**src/rtl/mem_access_stage_pkg.sv**
```systemverilog
// rtl/mem_access_stage_pkg.sv - shared pipeline codes: ALU ops, opcodes, load/store types, MEM FSM states
package mem_access_stage_pkg;

  typedef enum logic [3:0] {
    ALU_ADD  = 4'd0,
    ALU_SUB  = 4'd1,
    ALU_AND  = 4'd2,
    ALU_OR   = 4'd3,
    ALU_XOR  = 4'd4,
    ALU_SLL  = 4'd5,
    ALU_SRL  = 4'd6,
    ALU_SRA  = 4'd7,
    ALU_SLT  = 4'd8,
    ALU_SLTU = 4'd9
  } alu_op_e;

  localparam logic [6:0] OPC_LOAD   = 7'b0000011;
  localparam logic [6:0] OPC_STORE  = 7'b0100011;
  localparam logic [6:0] OPC_OP_IMM = 7'b0010011;
  localparam logic [6:0] OPC_OP     = 7'b0110011;

  typedef enum logic [1:0] {
    ST_SB   = 2'b00,
    ST_SH   = 2'b01,
    ST_SW   = 2'b10,
    ST_NONE = 2'b11
  } store_type_e;

  typedef enum logic [2:0] {
    LD_LB   = 3'b000,
    LD_LH   = 3'b001,
    LD_LW   = 3'b010,
    LD_LBU  = 3'b011,
    LD_LHU  = 3'b100,
    LD_NONE = 3'b111
  } load_type_e;

  typedef enum logic {
    S_IDLE   = 1'b0,
    S_ACCESS = 1'b1
  } mem_state_e;

  localparam int DEFAULT_TIMEOUT_CYCLES = 255;

  function automatic logic is_store(input logic [1:0] st);
    return st != ST_NONE;
  endfunction

  // Unused load codes (101, 110) are treated as "no load".
  function automatic logic is_load(input logic [2:0] lt);
    return (lt == LD_LB) || (lt == LD_LH) || (lt == LD_LW) ||
           (lt == LD_LBU) || (lt == LD_LHU);
  endfunction

  function automatic logic is_misaligned(input logic [1:0] st, input logic [2:0] lt,
                                         input logic [1:0] addr_lo);
    logic r;
    r = 1'b0;
    if (is_store(st)) begin
      if (st == ST_SH)      r = addr_lo[0];
      else if (st == ST_SW) r = (addr_lo != 2'b00);
    end else begin
      if ((lt == LD_LH) || (lt == LD_LHU)) r = addr_lo[0];
      else if (lt == LD_LW)                r = (addr_lo != 2'b00);
    end
    return r;
  endfunction

endpackage

```
**src/rtl/mem_access_stage_if.sv**
```systemverilog
// rtl/mem_access_stage_if.sv - EX-side, data-memory and write-back signals of the MEM stage
interface mem_access_stage_if;

  logic        ex_valid;
  logic        pipeline_flush;
  logic [31:0] ex_result_alu;
  logic [31:0] ex_store_data;
  logic [1:0]  ex_store_type;
  logic [2:0]  ex_load_type;
  logic [4:0]  ex_wb_rd;
  logic        ex_wb_reg_file;

  logic        mem_stall;
  logic [31:0] data_forward_mem;

  logic        dmem_req;
  logic        dmem_we;
  logic [31:0] dmem_addr;
  logic [31:0] dmem_wdata;
  logic [3:0]  dmem_be;
  logic        dmem_ready;
  logic [31:0] dmem_rdata;

  logic        wb_valid;
  logic [31:0] wb_data;
  logic [4:0]  wb_rd;
  logic        wb_reg_file;
  logic        mem_fault;

  modport slave (
    input  ex_valid, pipeline_flush, ex_result_alu, ex_store_data, ex_store_type,
           ex_load_type, ex_wb_rd, ex_wb_reg_file, dmem_ready, dmem_rdata,
    output mem_stall, data_forward_mem, dmem_req, dmem_we, dmem_addr, dmem_wdata,
           dmem_be, wb_valid, wb_data, wb_rd, wb_reg_file, mem_fault
  );

  modport master (
    output ex_valid, pipeline_flush, ex_result_alu, ex_store_data, ex_store_type,
           ex_load_type, ex_wb_rd, ex_wb_reg_file, dmem_ready, dmem_rdata,
    input  mem_stall, data_forward_mem, dmem_req, dmem_we, dmem_addr, dmem_wdata,
           dmem_be, wb_valid, wb_data, wb_rd, wb_reg_file, mem_fault
  );

endinterface

```
**src/rtl/mem_access_stage_load_store_align.sv**
```systemverilog
// rtl/mem_access_stage_load_store_align.sv - byte enables, store lane replication and load extraction
module load_store_align
  import mem_access_stage_pkg::*;
(
  input  logic [1:0]  i_addr_lo,
  input  logic [1:0]  i_store_type,
  input  logic [2:0]  i_load_type,
  input  logic [31:0] i_store_data,
  input  logic [31:0] i_rdata,
  output logic [3:0]  o_be,
  output logic [31:0] o_wdata,
  output logic [31:0] o_load_data
);

  logic [31:0] w_rd_shift;
  logic [7:0]  w_byte;
  logic [15:0] w_half;

  always_comb begin
    o_be    = 4'b0000;
    o_wdata = i_store_data;
    case (store_type_e'(i_store_type))
      ST_SB: begin
        o_be    = 4'b0001 << i_addr_lo;
        o_wdata = {4{i_store_data[7:0]}};
      end
      ST_SH: begin
        o_be    = i_addr_lo[1] ? 4'b1100 : 4'b0011;
        o_wdata = {2{i_store_data[15:0]}};
      end
      ST_SW:   o_be = 4'b1111;
      default: o_be = 4'b0000;
    endcase
  end

  always_comb begin
    w_rd_shift  = i_rdata >> {i_addr_lo, 3'b000};
    w_byte      = w_rd_shift[7:0];
    w_half      = i_addr_lo[1] ? i_rdata[31:16] : i_rdata[15:0];
    o_load_data = i_rdata;
    case (load_type_e'(i_load_type))
      LD_LB:   o_load_data = {{24{w_byte[7]}}, w_byte};
      LD_LBU:  o_load_data = {24'd0, w_byte};
      LD_LH:   o_load_data = {{16{w_half[15]}}, w_half};
      LD_LHU:  o_load_data = {16'd0, w_half};
      default: o_load_data = i_rdata;
    endcase
  end

endmodule

```
**src/rtl/mem_access_stage.sv**
```systemverilog
// rtl/mem_access_stage.sv - EX/MEM register, data-memory access FSM with timeout, MEM/WB register
module mem_access_stage
  import mem_access_stage_pkg::*;
#(
  parameter int TIMEOUT_CYCLES = DEFAULT_TIMEOUT_CYCLES
) (
  input logic                clk,
  input logic                rst,
  mem_access_stage_if.slave  bus
);

  localparam logic [7:0] LP_TIMEOUT = 8'(TIMEOUT_CYCLES);

  mem_state_e  r_state;
  mem_state_e  w_next_state;
  logic [7:0]  r_cnt;

  logic        r_m_valid;
  logic [31:0] r_m_alu;
  logic [31:0] r_m_store_data;
  logic [1:0]  r_m_store_type;
  logic [2:0]  r_m_load_type;
  logic [4:0]  r_m_rd;
  logic        r_m_reg_file;

  logic        r_wb_valid;
  logic [31:0] r_wb_data;
  logic [4:0]  r_wb_rd;
  logic        r_wb_reg_file;

  logic        w_m_store;
  logic        w_m_load;
  logic        w_m_misaligned;
  logic        w_timeout;
  logic        w_ex_go;
  logic        w_stall;
  logic        w_req;
  logic        w_fault;
  logic        w_retire;
  logic [3:0]  w_be;
  logic [31:0] w_wdata;
  logic [31:0] w_load_data;

  load_store_align u_align (
    .i_addr_lo    (r_m_alu[1:0]),
    .i_store_type (r_m_store_type),
    .i_load_type  (r_m_load_type),
    .i_store_data (r_m_store_data),
    .i_rdata      (bus.dmem_rdata),
    .o_be         (w_be),
    .o_wdata      (w_wdata),
    .o_load_data  (w_load_data)
  );

  assign w_m_store      = is_store(r_m_store_type);
  assign w_m_load       = ~w_m_store & is_load(r_m_load_type);
  assign w_m_misaligned = r_m_valid & (w_m_store | w_m_load) &
                          is_misaligned(r_m_store_type, r_m_load_type, r_m_alu[1:0]);
  assign w_timeout      = (r_state == S_ACCESS) && (r_cnt == LP_TIMEOUT);
  // Only an aligned memory op in the instruction about to be captured opens an access.
  assign w_ex_go        = bus.ex_valid & ~bus.pipeline_flush &
                          (is_store(bus.ex_store_type) | is_load(bus.ex_load_type)) &
                          ~is_misaligned(bus.ex_store_type, bus.ex_load_type,
                                         bus.ex_result_alu[1:0]);
  assign w_retire       = r_m_valid & ~w_fault;

  always_ff @(posedge clk or posedge rst) begin
    if (rst) r_state <= S_IDLE;
    else     r_state <= w_next_state;
  end

  always_comb begin
    w_next_state = r_state;
    w_stall      = 1'b0;
    w_req        = 1'b0;
    w_fault      = 1'b0;
    case (r_state)
      S_IDLE: begin
        w_fault      = w_m_misaligned;
        w_next_state = w_ex_go ? S_ACCESS : S_IDLE;
      end
      S_ACCESS: begin
        w_req   = ~w_timeout;
        w_fault = w_timeout;
        w_stall = ~bus.dmem_ready & ~w_timeout;
        if (!w_stall) w_next_state = w_ex_go ? S_ACCESS : S_IDLE;
      end
      default: w_next_state = S_IDLE;
    endcase
  end

  always_ff @(posedge clk or posedge rst) begin
    if (rst)                                r_cnt <= 8'd0;
    else if (r_state == S_ACCESS && w_stall) r_cnt <= r_cnt + 8'd1;
    else                                    r_cnt <= 8'd0;
  end

  always_ff @(posedge clk or posedge rst) begin
    if (rst) begin
      r_m_valid      <= 1'b0;
      r_m_alu        <= 32'd0;
      r_m_store_data <= 32'd0;
      r_m_store_type <= ST_NONE;
      r_m_load_type  <= LD_NONE;
      r_m_rd         <= 5'd0;
      r_m_reg_file   <= 1'b0;
    end else if (!w_stall) begin
      r_m_valid      <= bus.ex_valid & ~bus.pipeline_flush;
      r_m_alu        <= bus.ex_result_alu;
      r_m_store_data <= bus.ex_store_data;
      r_m_store_type <= bus.ex_store_type;
      r_m_load_type  <= bus.ex_load_type;
      r_m_rd         <= bus.ex_wb_rd;
      r_m_reg_file   <= bus.ex_wb_reg_file;
    end
  end

  always_ff @(posedge clk or posedge rst) begin
    if (rst) begin
      r_wb_valid    <= 1'b0;
      r_wb_data     <= 32'd0;
      r_wb_rd       <= 5'd0;
      r_wb_reg_file <= 1'b0;
    end else if (w_stall) begin
      r_wb_valid    <= 1'b0;
      r_wb_reg_file <= 1'b0;
    end else begin
      r_wb_valid    <= w_retire;
      r_wb_data     <= w_m_load ? w_load_data : r_m_alu;
      r_wb_rd       <= r_m_rd;
      r_wb_reg_file <= w_retire & r_m_reg_file & ~w_m_store & (r_m_rd != 5'd0);
    end
  end

  assign bus.mem_stall        = w_stall;
  assign bus.mem_fault        = w_fault;
  assign bus.data_forward_mem = r_m_alu;
  assign bus.dmem_req         = w_req;
  assign bus.dmem_we          = w_req & w_m_store;
  assign bus.dmem_be          = w_req ? w_be : 4'b0000;
  assign bus.dmem_addr        = {r_m_alu[31:2], 2'b00};
  assign bus.dmem_wdata       = w_wdata;
  assign bus.wb_valid         = r_wb_valid;
  assign bus.wb_data          = r_wb_data;
  assign bus.wb_rd            = r_wb_rd;
  assign bus.wb_reg_file      = r_wb_reg_file;

endmodule

```
**src/flat_wrapper.sv**
```systemverilog
// flat-port wrapper written by rule: the top's interface ports become plain ports
module mem_access_stage_flat import mem_access_stage_pkg::*;
#(
  parameter int TIMEOUT_CYCLES = DEFAULT_TIMEOUT_CYCLES
)
  (clk, rst, bus_ex_valid, bus_pipeline_flush, bus_ex_result_alu, bus_ex_store_data, bus_ex_store_type, bus_ex_load_type, bus_ex_wb_rd, bus_ex_wb_reg_file, bus_dmem_ready, bus_dmem_rdata, bus_mem_stall, bus_data_forward_mem, bus_dmem_req, bus_dmem_we, bus_dmem_addr, bus_dmem_wdata, bus_dmem_be, bus_wb_valid, bus_wb_data, bus_wb_rd, bus_wb_reg_file, bus_mem_fault);
  mem_access_stage_if bus_i ();
  input logic clk;
  input logic rst;
  input wire logic [$bits(bus_i.ex_valid)-1:0] bus_ex_valid;
  input wire logic [$bits(bus_i.pipeline_flush)-1:0] bus_pipeline_flush;
  input wire logic [$bits(bus_i.ex_result_alu)-1:0] bus_ex_result_alu;
  input wire logic [$bits(bus_i.ex_store_data)-1:0] bus_ex_store_data;
  input wire logic [$bits(bus_i.ex_store_type)-1:0] bus_ex_store_type;
  input wire logic [$bits(bus_i.ex_load_type)-1:0] bus_ex_load_type;
  input wire logic [$bits(bus_i.ex_wb_rd)-1:0] bus_ex_wb_rd;
  input wire logic [$bits(bus_i.ex_wb_reg_file)-1:0] bus_ex_wb_reg_file;
  input wire logic [$bits(bus_i.dmem_ready)-1:0] bus_dmem_ready;
  input wire logic [$bits(bus_i.dmem_rdata)-1:0] bus_dmem_rdata;
  output wire logic [$bits(bus_i.mem_stall)-1:0] bus_mem_stall;
  output wire logic [$bits(bus_i.data_forward_mem)-1:0] bus_data_forward_mem;
  output wire logic [$bits(bus_i.dmem_req)-1:0] bus_dmem_req;
  output wire logic [$bits(bus_i.dmem_we)-1:0] bus_dmem_we;
  output wire logic [$bits(bus_i.dmem_addr)-1:0] bus_dmem_addr;
  output wire logic [$bits(bus_i.dmem_wdata)-1:0] bus_dmem_wdata;
  output wire logic [$bits(bus_i.dmem_be)-1:0] bus_dmem_be;
  output wire logic [$bits(bus_i.wb_valid)-1:0] bus_wb_valid;
  output wire logic [$bits(bus_i.wb_data)-1:0] bus_wb_data;
  output wire logic [$bits(bus_i.wb_rd)-1:0] bus_wb_rd;
  output wire logic [$bits(bus_i.wb_reg_file)-1:0] bus_wb_reg_file;
  output wire logic [$bits(bus_i.mem_fault)-1:0] bus_mem_fault;
  assign bus_i.ex_valid = bus_ex_valid;
  assign bus_i.pipeline_flush = bus_pipeline_flush;
  assign bus_i.ex_result_alu = bus_ex_result_alu;
  assign bus_i.ex_store_data = bus_ex_store_data;
  assign bus_i.ex_store_type = bus_ex_store_type;
  assign bus_i.ex_load_type = bus_ex_load_type;
  assign bus_i.ex_wb_rd = bus_ex_wb_rd;
  assign bus_i.ex_wb_reg_file = bus_ex_wb_reg_file;
  assign bus_i.dmem_ready = bus_dmem_ready;
  assign bus_i.dmem_rdata = bus_dmem_rdata;
  assign bus_mem_stall = bus_i.mem_stall;
  assign bus_data_forward_mem = bus_i.data_forward_mem;
  assign bus_dmem_req = bus_i.dmem_req;
  assign bus_dmem_we = bus_i.dmem_we;
  assign bus_dmem_addr = bus_i.dmem_addr;
  assign bus_dmem_wdata = bus_i.dmem_wdata;
  assign bus_dmem_be = bus_i.dmem_be;
  assign bus_wb_valid = bus_i.wb_valid;
  assign bus_wb_data = bus_i.wb_data;
  assign bus_wb_rd = bus_i.wb_rd;
  assign bus_wb_reg_file = bus_i.wb_reg_file;
  assign bus_mem_fault = bus_i.mem_fault;
  mem_access_stage #(.TIMEOUT_CYCLES(TIMEOUT_CYCLES)) u_core (.clk(clk), .rst(rst), .bus(bus_i));
endmodule
```
**config.mk**
```make
export PLATFORM = sky130hd
export DESIGN_NAME = mem_access_stage_flat
export DESIGN_NICKNAME = d
export VERILOG_FILES = /design/src/rtl/mem_access_stage_pkg.sv /design/src/rtl/mem_access_stage_if.sv /design/src/rtl/mem_access_stage_load_store_align.sv /design/src/rtl/mem_access_stage.sv /design/src/flat_wrapper.sv
export SDC_FILE = /design/constraint.sdc
export NUM_CORES = 1
export LEC_CHECK = 0
export ABC_AREA = 1
export BUFFER_PORTS_ARGS = -buffer_cell sky130_fd_sc_hd__buf_2
export CORE_MARGIN = 2
export CORE_UTILIZATION = 40
export CTS_CLUSTER_SIZE = 30
export DETAILED_ROUTE_END_ITERATION = 16
export PLACE_DENSITY = 0.77
export SYNTH_ARGS = -nofsm -noshare
export SYNTH_HDL_FRONTEND = slang
export SYNTH_HIERARCHICAL = 1
export SYNTH_SLANG_ARGS = --single-unit
```
**constraint.sdc**
```tcl
create_clock -name clk -period 5.1 [get_ports clk]
set_input_delay 0.765 -clock clk [delete_from_list [all_inputs] [get_ports clk]]
set_output_delay 0.765 -clock clk [all_outputs]
set_load 0.01 [all_outputs]
```
==> results.md <==
* Status: complete, no violations
* Power per cell area at 370 mW/mm²
* RSZ-0062 raised after global routing: no
* Starting Density at 0.405
* Worst EP arrival at 2490 ps
* Placed inst area at 0.00794 mm²
* NumNets Final at 1274
* Largest area contributor in the netlist: dfrtp_1
* Grt ovf at 0
* Leakage at 4.85 nW
* Ys flop type: dfrtp_1
* DRT Wirelength at 20100 µm
* Antenna diodes at 0
* Hold Vio Cnt, Final at 0
* Max incr delay on CP at 500 ps
* Worst path slowest cell: inv_4
* Largest cells by area after synthesis: dfrtp_1 (43%), nand2_1 (24%), o21ai_0 (6.5%)
* Reg2Reg Setup Slack at 2140 ps
* CTS Buf Count at 17
* H-tree depth at 4
* Clk network pwr share at 0.415
* Pint at 2.20 mW
* Setup slack after layout at 1840 ps
* CP Cell Sequence: ha_1 -> nand2_1 -> nor2_1 -> nand2_1 -> nand3_4 -> inv_4 -> buf_2
* Vias in the first global route at 6156
* Most frequent cells in the layout: nand2_1 (448), buf_2 (252), dfrtp_1 (119)
* Post-synth EDFFs at 0
* Clock-pin slew on the worst setup and hold paths at 60 ps
* Most used cell, CP: nand2_1
* Peak Freq at 0.307 GHz
* Maximum clock insertion buffer count at 2
* Final slew viol count at 0
* Switch share at 0.308
* Post-CTS Setup Inserts at 0
* Register area share after synthesis at 0.448
* Die area at 0.0184 mm²
* Wire length per cell at 14.4 µm
* Crit Path Max Fanout at 46
* GPL Wtd Cong at 0.819
* Final ANT Viol Nets at 0
* DR DRC count at 0
* Crit path launch type: flip-flop
* Total GRT Usage at 0.218
* Pre-antenna DRT Iters at 7
* Clk root buf: clkbuf_16
* Measured slew at the worst slew-check pin at 873 ps
* Rows at 48
* Die Width at 136 µm
* Post-CTS sizing at 0
* Final setup viols at 0
* Die Ht at 136 µm
* Yosys warning count at 6
* Port bufs at 252
* CTS Sinks at 124
* Worst-Skew Late Latency at 420 ps
* Mapped Cells at 972
* Worst hold path type: primary input to asynchronous set/reset pin
* Slew margin rel. at 0.418
* Number of DRC markers in iteration 0 at 463
* Largest net degree at the start of global routing at 80
* CP required at 4340 ps
* Placed cells at 1367
* Tcrit/Tclk final at 0.638
* First-pass GRT wire length at 31400 µm
* Vias post-DR at 6748
* Ports at 255
* Avg Vias per Cell at 4.82
* Share of cells above drive strength 1 at 0.280
* Skew final at 12.4 ps
* Non-filler cells in the finished layout at 1399
* Antenna violations before repair at 0
* Max_cap viols at 0
* Reg power frac at 0.373
* Final HPWL DP at 14300 µm
* Tmin final at 3260 ps
* Post-synthesis cell type count at 31
* Final Total Pwr at 3.18 mW
* Hold-fix buffers, CTS at 0
* Worst slack, placed at 2090 ps
* CP Capture Type: primary output
* Core footprint at 0.0171 mm²
* P_sw at 0.977 mW
* Worst VDD drop at 0.236 mV
* Final TNS setup at 0 ps
* CP Class: flip-flop to primary output
* Comb power frac at 0.212
* Asr flop ratio synth at 1.00
* Avg Inst Size Synth at 7.13 µm²
* #FFs+latches synth at 124
* Top-area cell type share of the netlist area at 0.429
* Syn Std Cell Area at 0.00693 mm²
* Post-route cell area at 0.00858 mm²
* CTS tree: done
* Area growth syn-to-layout at 23.7%
* Most common cell after layout, fill and taps aside: nand2_1
-- cell type report --
type	instances	area, µm²
Clock buffer	20	457
Fill cell	1738	8540
Timing Repair Buffer	258	1310
Inverter	70	275
Clock inverter	12	186
Multi-Input combinational cell	690	2960
Tap cell	225	282
Sequential cell	124	3110
-- cell usage after synthesis (5+ instances only) --
cell type / count
dfstp_2: 5
clkbuf_1: 13
nor2_1: 29
o21ai_0: 90
or2_2: 17
dfrtp_1: 119
nand3_1: 51
nand2_1: 448
inv_1: 64
buf_2: 15
o31ai_1: 5
o21ai_1: 21
buf_4: 53
buf_6: 7
-- final timing paths --
check | startpoint | to | depth (start not counted)
worst max-delay path | u_core/r_cnt[0] | bus_mem_stall | 7
worst min-delay path | rst | u_core/bus.data_forward_mem[7] | 2
worst max register to register | u_core/r_cnt[0] | u_core/r_cnt[3] | 9
worst min register to register | u_core/r_cnt[0] | u_core/r_cnt[0] | 1
max in group asynchronous | rst | u_core/r_m_store_data[13] | 3
min in group clk | u_core/r_cnt[0] | u_core/r_cnt[0] | 1
-- registers in the layout (all words and copies together) (netlist names) --
name,cells
u_core/r_m_store_type,2
u_core/r_m_reg_file,1
u_core/bus.wb_data,32
u_core/bus.data_forward_mem,32
u_core/bus.wb_valid,1
u_core/r_state,1
u_core/bus.wb_rd,5
u_core/r_m_load_type,3
u_core/r_m_store_data,32
u_core/r_m_rd,5
u_core/bus.wb_reg_file,1
u_core/r_cnt,8
u_core/r_m_valid,1
-- power by group through the flow --
| stage | clock network, mW | registers (mW) | logic [mW] |
|---|---|---|---|
| finish | 1.32 | 1.18 | 0.674 |
| global route | 1.40 | 1.20 | 0.762 |
| CTS | 1.34 | 1.19 | 0.680 |
| detailed placement | 0 | 1.20 | 0.676 |
| global placement | 0 | 1.20 | 0.666 |
| floorplan | 0 | 1.21 | 0.419 |
-- metrics by stage --
stage          hold slack, ps  utilization
4_1_cts                   468        0.501
6_report                  451        0.501
3_3_place_gp              444        0.464
3_5_place_dp              458        0.464
5_1_grt                   479        0.501
2_1_floorplan             431            -
-- routing by layer --
| layer | global-route usage | wire length (µm) | vias up | part of all wire |
|---|---|---|---|---|
| met3 | 0.0610 | 1590 | 31 | 0.079 |
| li1 | - | - | 3365 | - |
| met5 | 0 | 0 | - | 0 |
| met4 | 0.0758 | 442 | 0 | 0.022 |
| met2 | 0.357 | 9420 | 254 | 0.47 |
| met1 | 0.277 | 8640 | 3098 | 0.43 |
-- cell families after synthesis --
logic type               count (synthesis)  synth area share
other                                    1          0.000541
AO/OA/AOI/OAI                          127            0.0973
AND/OR/NAND/NOR                        557             0.322
buffers and inverters                  159             0.126
adder cells (fa/ha/maj)                  1           0.00180
flip-flops                             124             0.448
XOR/XNOR                                 3           0.00379
-- worst max-delay path, delay by kind of cell (launching register included) --
| kind | cells | cell delay (ps) |
|---|---|---|
| fa+ha+maj | 1 | 220 |
| buf+inv | 2 | 730 |
| flops | 1 | 400 |
| simple gates | 4 | 690 |
(Power assumes the default switching activity.)
